**src/rtl/cache_line_wb.sv**
```systemverilog
// Single write-back cache line with per-word dirty tracking, TTL and
// ready/valid memory handshake for the hybrid cache.
module cache_line_wb #(
  parameter int ADDRBITS = 32,
  parameter int DATABITS = 32,
  parameter int LSBBITS  = 7,
  parameter int TTLBITS  = 8,
  parameter int MAXTTL   = 2**TTLBITS-1
) (
  input  logic                        clk,
  input  logic                        reset_n,
  input  logic [ADDRBITS-1:0]         dcache_line_rdaddr,
  input  logic                        dcache_line_rdreq,
  output logic [DATABITS-1:0]         dcache_line_out,
  output logic                        dcache_line_out_valid,
  input  logic [ADDRBITS-1:0]         dcache_line_wraddr,
  input  logic [DATABITS-1:0]         dcache_line_in,
  input  logic [DATABITS/8-1:0]       dcache_line_in_be,
  input  logic                        dcache_line_wrreq,
  input  logic [ADDRBITS-1:0]         icache_line_rdaddr,
  input  logic                        icache_line_rdreq,
  output logic [DATABITS-1:0]         icache_line_out,
  output logic                        icache_line_out_valid,
  output logic                        cache_line_miss,
  output logic                        cache_line_dirty,
  output logic                        cache_line_empty,
  output logic [TTLBITS-1:0]          cache_line_ttl,
  output logic                        cache_line_ready,
  input  logic                        cache_line_flush,
  input  logic                        cache_line_fill,
  input  logic [ADDRBITS-LSBBITS-1:0] cache_new_region,
  output logic [ADDRBITS-1:0]         mem_addr,
  output logic [DATABITS-1:0]         mem_out,
  output logic                        mem_wrreq,
  output logic                        mem_rdreq,
  input  logic                        mem_ready,
  input  logic [DATABITS-1:0]         mem_in,
  input  logic                        mem_in_valid
);

  localparam int BB    = DATABITS/8;
  localparam int OFFB  = $clog2(BB);
  localparam int IDXB  = LSBBITS-OFFB;
  localparam int WORDS = 2**IDXB;
  localparam int TAGB  = ADDRBITS-LSBBITS;
  localparam logic [TTLBITS-1:0] TTLMAX = TTLBITS'(MAXTTL);

  localparam logic [1:0] S_CACHING  = 2'd0;
  localparam logic [1:0] S_FLUSHING = 2'd1;
  localparam logic [1:0] S_FILLING  = 2'd2;

  logic [1:0]          r_state;
  logic [DATABITS-1:0] r_mem [WORDS];
  logic [WORDS-1:0]    r_dirty;
  logic [TAGB-1:0]     r_tag;
  logic [TAGB-1:0]     r_new_tag;
  logic                r_fill_pend;
  logic                r_empty;
  logic [TTLBITS-1:0]  r_ttl;
  logic [IDXB-1:0]     r_idx;
  logic [IDXB-1:0]     r_rcv;
  logic [DATABITS-1:0] r_dout;
  logic                r_dvalid;
  logic [DATABITS-1:0] r_iout;
  logic                r_ivalid;
  logic [ADDRBITS-1:0] r_mem_addr;
  logic [DATABITS-1:0] r_mem_out;
  logic                r_wrreq;
  logic                r_rdreq;

  logic            w_caching;
  logic            w_live;
  logic            w_dhit;
  logic            w_ihit;
  logic            w_whit;
  logic [IDXB-1:0] w_didx;
  logic [IDXB-1:0] w_iidx;
  logic [IDXB-1:0] w_widx;
  logic [IDXB-1:0] w_idx_inc;
  logic            w_last;
  logic            w_dirty_nxt;
  logic            w_step;
  logic            w_unused;

  assign w_caching = (r_state == S_CACHING);
  assign w_live    = w_caching && !r_empty;
  assign w_dhit    = w_live && dcache_line_rdreq &&
                     (dcache_line_rdaddr[ADDRBITS-1:LSBBITS] == r_tag);
  assign w_ihit    = w_live && icache_line_rdreq &&
                     (icache_line_rdaddr[ADDRBITS-1:LSBBITS] == r_tag);
  assign w_whit    = w_live && dcache_line_wrreq &&
                     (dcache_line_wraddr[ADDRBITS-1:LSBBITS] == r_tag);
  assign w_didx    = dcache_line_rdaddr[LSBBITS-1:OFFB];
  assign w_iidx    = icache_line_rdaddr[LSBBITS-1:OFFB];
  assign w_widx    = dcache_line_wraddr[LSBBITS-1:OFFB];
  assign w_idx_inc = r_idx + 1'b1;
  assign w_last    = &r_idx;
  assign w_dirty_nxt = (|r_dirty) || w_whit;
  // Flush scan advances on an accepted write or past a clean word
  assign w_step    = r_wrreq ? mem_ready : !r_dirty[r_idx];
  assign w_unused  = ^{dcache_line_rdaddr[OFFB-1:0],
                       dcache_line_wraddr[OFFB-1:0],
                       icache_line_rdaddr[OFFB-1:0]};

  assign cache_line_miss = w_caching && !(w_dhit || w_ihit || w_whit) &&
                           (dcache_line_rdreq || icache_line_rdreq ||
                            dcache_line_wrreq);
  assign cache_line_dirty      = |r_dirty;
  assign cache_line_empty      = r_empty;
  assign cache_line_ttl        = r_ttl;
  assign cache_line_ready      = w_caching;
  assign dcache_line_out       = r_dout;
  assign dcache_line_out_valid = r_dvalid;
  assign icache_line_out       = r_iout;
  assign icache_line_out_valid = r_ivalid;
  assign mem_addr              = r_mem_addr;
  assign mem_out               = r_mem_out;
  assign mem_wrreq             = r_wrreq;
  assign mem_rdreq             = r_rdreq;

  always_ff @(posedge clk) begin
    if (w_whit) begin
      for (int b = 0; b < BB; b++) begin
        if (dcache_line_in_be[b])
          r_mem[w_widx][8*b +: 8] <= dcache_line_in[8*b +: 8];
      end
    end
    if (r_state == S_FILLING && mem_in_valid)
      r_mem[r_rcv] <= mem_in;
  end

  always_ff @(posedge clk or negedge reset_n) begin
    if (!reset_n) begin
      r_state     <= S_CACHING;
      r_dirty     <= '0;
      r_tag       <= '0;
      r_new_tag   <= '0;
      r_fill_pend <= 1'b0;
      r_empty     <= 1'b1;
      r_ttl       <= '0;
      r_idx       <= '0;
      r_rcv       <= '0;
      r_dout      <= '0;
      r_dvalid    <= 1'b0;
      r_iout      <= '0;
      r_ivalid    <= 1'b0;
      r_mem_addr  <= '0;
      r_mem_out   <= '0;
      r_wrreq     <= 1'b0;
      r_rdreq     <= 1'b0;
    end else begin
      r_dvalid <= w_dhit;
      r_ivalid <= w_ihit;
      if (w_dhit) r_dout <= r_mem[w_didx];
      if (w_ihit) r_iout <= r_mem[w_iidx];
      unique case (1'b1)
        (r_state == S_CACHING): begin
          if (w_whit) r_dirty[w_widx] <= 1'b1;
          if (cache_line_fill) begin
            r_new_tag   <= cache_new_region;
            r_fill_pend <= 1'b1;
            r_idx       <= '0;
            r_ttl       <= '0;
            if (w_dirty_nxt) begin
              r_state <= S_FLUSHING;
            end else begin
              r_state    <= S_FILLING;
              r_rdreq    <= 1'b1;
              r_rcv      <= '0;
              r_mem_addr <= {cache_new_region, {LSBBITS{1'b0}}};
            end
          end else if (cache_line_flush) begin
            r_fill_pend <= 1'b0;
            r_idx       <= '0;
            r_ttl       <= '0;
            if (w_dirty_nxt) r_state <= S_FLUSHING;
            else             r_empty <= 1'b1;
          end else if (r_empty) begin
            r_ttl <= '0;
          end else if (w_dhit || w_ihit || w_whit) begin
            r_ttl <= TTLMAX;
          end else if (r_ttl != '0) begin
            r_ttl <= r_ttl - 1'b1;
          end
        end
        (r_state == S_FLUSHING): begin
          if (r_wrreq && mem_ready) begin
            r_wrreq        <= 1'b0;
            r_dirty[r_idx] <= 1'b0;
          end else if (!r_wrreq && r_dirty[r_idx]) begin
            r_wrreq    <= 1'b1;
            r_mem_addr <= {r_tag, r_idx, {OFFB{1'b0}}};
            r_mem_out  <= r_mem[r_idx];
          end
          if (w_step) begin
            if (!w_last) begin
              r_idx <= w_idx_inc;
            end else if (r_fill_pend) begin
              r_state    <= S_FILLING;
              r_rdreq    <= 1'b1;
              r_idx      <= '0;
              r_rcv      <= '0;
              r_mem_addr <= {r_new_tag, {LSBBITS{1'b0}}};
            end else begin
              r_state <= S_CACHING;
              r_empty <= 1'b1;
              r_ttl   <= '0;
            end
          end
        end
        (r_state == S_FILLING): begin
          if (r_rdreq && mem_ready) begin
            if (w_last) begin
              r_rdreq <= 1'b0;
            end else begin
              r_idx      <= w_idx_inc;
              r_mem_addr <= {r_new_tag, w_idx_inc, {OFFB{1'b0}}};
            end
          end
          if (mem_in_valid) begin
            r_rcv <= r_rcv + 1'b1;
            if (&r_rcv) begin
              r_state     <= S_CACHING;
              r_tag       <= r_new_tag;
              r_empty     <= 1'b0;
              r_dirty     <= '0;
              r_ttl       <= TTLMAX;
              r_fill_pend <= 1'b0;
            end
          end
        end
        default: r_state <= S_CACHING;
      endcase
    end
  end

endmodule
```
**config.mk**
```make
export PLATFORM = sky130hd
export DESIGN_NAME = cache_line_wb
export DESIGN_NICKNAME = d
export VERILOG_FILES = /design/src/rtl/cache_line_wb.sv
export SDC_FILE = /design/constraint.sdc
export NUM_CORES = 2
export LEC_CHECK = 0
export ABC_CLOCK_PERIOD_IN_PS = 3420
export CAP_MARGIN = 20
export CELL_PAD_IN_SITES_DETAIL_PLACEMENT = 0
export CELL_PAD_IN_SITES_GLOBAL_PLACEMENT = 1
export CORE_UTILIZATION = 54
export CTS_BUF_LIST = sky130_fd_sc_hd__clkbuf_4
export DETAILED_ROUTE_END_ITERATION = 10
export GPL_TIMING_DRIVEN = 0
export PLACE_DENSITY = 0.82
export REMOVE_ABC_BUFFERS = 1
export SLEW_MARGIN = 20
export SYNTH_ARGS = -nofsm -noshare
export SYNTH_HDL_FRONTEND = slang
export SYNTH_SLANG_ARGS = --single-unit
```
**constraint.sdc**
```tcl
create_clock -name clk -period 3.42 [get_ports clk]
set_input_delay 0.513 -clock clk [delete_from_list [all_inputs] [get_ports clk]]
set_output_delay 0.513 -clock clk [all_outputs]
set_load 0.05 [all_outputs]
```
==> key figures <==
Critical path
  – Critical path capture point type: output port
  – Kind of critical path: reg -> out
  – Crit path DAT: around 3.5 ns
  – Req. time, crit path: 2.91 ns
  – Critical path launch point type: flip-flop
  – Crit path max fanout: 3

Timing
  – RSZ-0062 raised after global routing: yes
  – Final Cycle Share: 117%
  – Setup Skew: between 0.1 and 0.15 ns
  – Post-layout min period: ~4 ns
  – Final Hold Violating Endpoints: 0
  – Rel. slew slack: between 20% and 30%
  – Final setup viols: 660
  – Final Slew Violations: 0
  – Worst slew pin tran: roughly 1.2 ns
  – Setup WS post-layout: -0.583 ns
  – F_max: about 250 MHz

Power and ir drop
  – Combinational cell fraction of total power: 30.1%
  – Power density cells: between 500 and 600 nW/um^2
  – Maximum VDD drop: about 0.95 mV
  – Sw frac: approximately a third
  – Internal power: 30.5 mW
  – PnR Total Power: between 40 and 50 mW
  – Reg power frac: about two fifths
  – Leak: around 28 nW
  – Switch Pwr: ~15 mW
  – Clock power frac: approximately 30%

Floorplan
  – Die width: ~360 um
  – Row cnt: 129
  – Die area: around 130,000 um^2
  – Core Area: around 120,000 um^2
  – Initial Utilization: 54.5%
  – Ports: 342
  – Die Span Y: about 360 um

Clock network
  – CTS H-tree depth: 5
  – Sink Count: about 1,300
  – CTS tree: done
  – Clock latency on the worst-skew pair: 1.40 ns
  – Clk slew on worst S/H paths: ~0.070 ns
  – Clock root buffer master: clkbuf_4
  – Cts bufs inserted: about 350
  – Clock buffer depth: 4

Finish
  – Share of cells above drive strength 1: between 40% and 50%
  – Most frequent cells in the layout: 1,024 x edfxtp_1, 898 x mux4_2, 503 x clkbuf_4
  – Fill count: 8,185
  – Storage cell area: around 37,000 um^2
  – Layout net count: approximately 4,800
  – Leading cell type in the layout, fill and taps excluded: edfxtp_1
  – Area of the multi-input gates: 30,600 um^2
  – P&R area growth vs syn: 22.2%

Route
  – DR DRC count: 0
  – Final ANT Viol Nets: 0
  – Initial DRT Pass Iterations: 8
  – Initial DRC Count: between 7,000 and 8,000
  – Detailed Route WL: approximately 230 mm
  – Vias: about 47,000
  – Routed length per instance: ~35 um
  – Drt via density: 7.26

Placement
  – DP Worst Slack: -1.14 ns
  – RePlAce Congestion: roughly 0.92
  – Post-DP HPWL: between 100 and 150 mm
  – IO Port Bufs: between 300 and 400

Logic synthesis
  – Top cell type's share of synthesized area: about 46%
  – Primary FF master, synth: edfxtp_1
  – Post-synthesis mux area share: between 30% and 40%
  – Post-Syn Area per Cell: around 17 um^2
  – Area share of fa/ha/maj cells after synthesis: less than 1%
  – Synth Area in Compound Gates: 5.05%
  – Synth unique cells: between 70 and 80
  – Largest area contributor in the netlist: edfxtp_1
  – Syn. warnings: 0
  – XOR/XNOR Fraction of Synth Area: 1.01%
  – Area contributors post-synth: edfxtp_1 46%, mux4_2 30%, dfrtp_1 8.7%
  – Largest family of logic cells by synthesized area: multiplexers
  – Simple-Gate Fraction of Synth Area: under 10%
  – EDFF count, synth: a little over 1,000
  – Seq/Total Area, Yosys: a little over half
  – Synth Instances: between 3,000 and 4,000
  – Mapped Area: around 67,000 um^2
  – FF+latch count, synth: 1,260
  – Ys async rst share: a little under a fifth

GRT
  – Initial antenna violation count: 4
  – GRT overflow: 0
  – Vias in the first global route: between 40,000 and 50,000
  – Global-route wire length before repair: 325 mm
  – Tot GR Track Use: 36.4%
  – Largest net degree at the start of global routing: 86

Flow run
  – MaxCap Viol Count: 0

Min path
  – Hold Crit Class: in -> reg

Outcome
  – Outcome: finished, violations left
  – Failing checks: negative setup slack
synthesized netlist by cell type (33+ instances only):
| cell | count |
|---|---|
| a21o_1 | 33 |
| mux2i_1 | 105 |
| edfxtp_1 | 1024 |
| clkbuf_1 | 212 |
| nor2_1 | 234 |
| nand2_1 | 257 |
| mux4_2 | 898 |
| a21oi_1 | 101 |
| xnor2_1 | 35 |
| mux2_2 | 54 |
| dfrtp_1 | 235 |
| xor2_1 | 41 |
| buf_1 | 34 |
| nor3_1 | 39 |
| a22o_1 | 33 |
| buf_2 | 85 |
| a31oi_1 | 107 |
| o21ai_0 | 53 |
| a22oi_1 | 65 |
area by class of cell:
type	count	area share, %
sequential	1260	44.6
multi-input combinational	2323	37.2
timing repair buffer	665	10.5
clock buffer	503	4.59
tap	1637	2.49
clock inverter	87	0.506
inverter	22	0.100
antenna	9	0.0274
critical path, cell delays in order (launching register included):
cell	delay, ns
dfrtp_1	0.40
inv_2	0.08
ha_4	0.15
nor2b_4	0.20
buf_4	0.15
nand3_1	0.08
or4_4	0.44
nor3_4	0.24
nor3_4	0.09
o311a_1	0.14
buf_6	0.16
per-layer routing:
| layer | vias up | wire (um) | GRT usage, % |
|---|---|---|---|
| li1 | 18300 | - | - |
| met1 | 23800 | 76000 | 46.1 |
| met2 | 4254 | 108000 | 55.7 |
| met3 | 953 | 32500 | 12.0 |
| met4 | 2 | 13800 | 20.4 |
| met5 | - | 37 | 0 |
path summary, 6_finish.rpt:
kind / start / endpoint / slack, ns / depth (start not counted)
setup / recovery: r_state[1] / cache_line_miss / -0.58 / 10
hold / removal: dcache_line_rdaddr[4] / dcache_line_out[9] / 0.09 / 4
setup reg to reg: r_state[1] / r_mem[22][1] / -0.43 / 9
hold reg to reg: mem_out[14] / mem_out[14] / 0.48 / 1
max in group asynchronous: reset_n / dcache_line_out[24] / 2.16 / 5
min in group asynchronous: reset_n / r_dirty[19] / 0.28 / 4
stage by stage:
stage	hold WS [ns]	cells	setup TNS (ns)	util, %	area, um^2
after CTS	0.0225	6466	-8.32	66.1	81700
after detailed placement	0.465	5717	-830.95	60.2	74400
after global placement	0.460	5575	-9948.37	57.7	71300
after floorplan	0.217	3603	-1700.22	-	65900
final	0.0918	6506	-91.37	66.5	82300
after global routing	0.104	6503	-128.59	66.5	82300
power groups by stage:
stage | Combinational [mW] | Sequential, mW | Clock, mW
floorplan | 6.93 | 20.4 | 0
global placement | 12.1 | 19.2 | 0
detailed placement | 13.0 | 19.0 | 0
CTS | 13.5 | 18.6 | 13.6
global route | 14.5 | 18.7 | 14.4
finish | 13.8 | 18.6 | 13.6
logic make-up after synthesis:
kind of cell / after synthesis
adder cells (fa/ha/maj): 13
flip-flops: 1260
AO/OA/AOI/OAI: 497
XOR/XNOR: 77
multiplexers: 1058
buffers and inverters: 362
AND/OR/NAND/NOR: 676
state kept, by name, indices dropped and copies added, names as in the netlist, 2 cells and up:
signal and count:
r_mem 1024, r_rcv 5, r_dirty 32, mem_out 32, r_idx 5, r_tag 25
mem_addr 32, cache_line_ttl 8, icache_line_out 32, r_state 2, dcache_line_out 32, r_new_tag 25
timing repair:
item	in CTS	in global routing
pin swaps	94	19
buffers inserted	122	26
hold buffers	38	0
cloned	0	2
setup endpoints to repair	1150	943
hold endpoints to repair	245	0
gates resized for setup	194	22
Power figures use the tool's default switching activity.
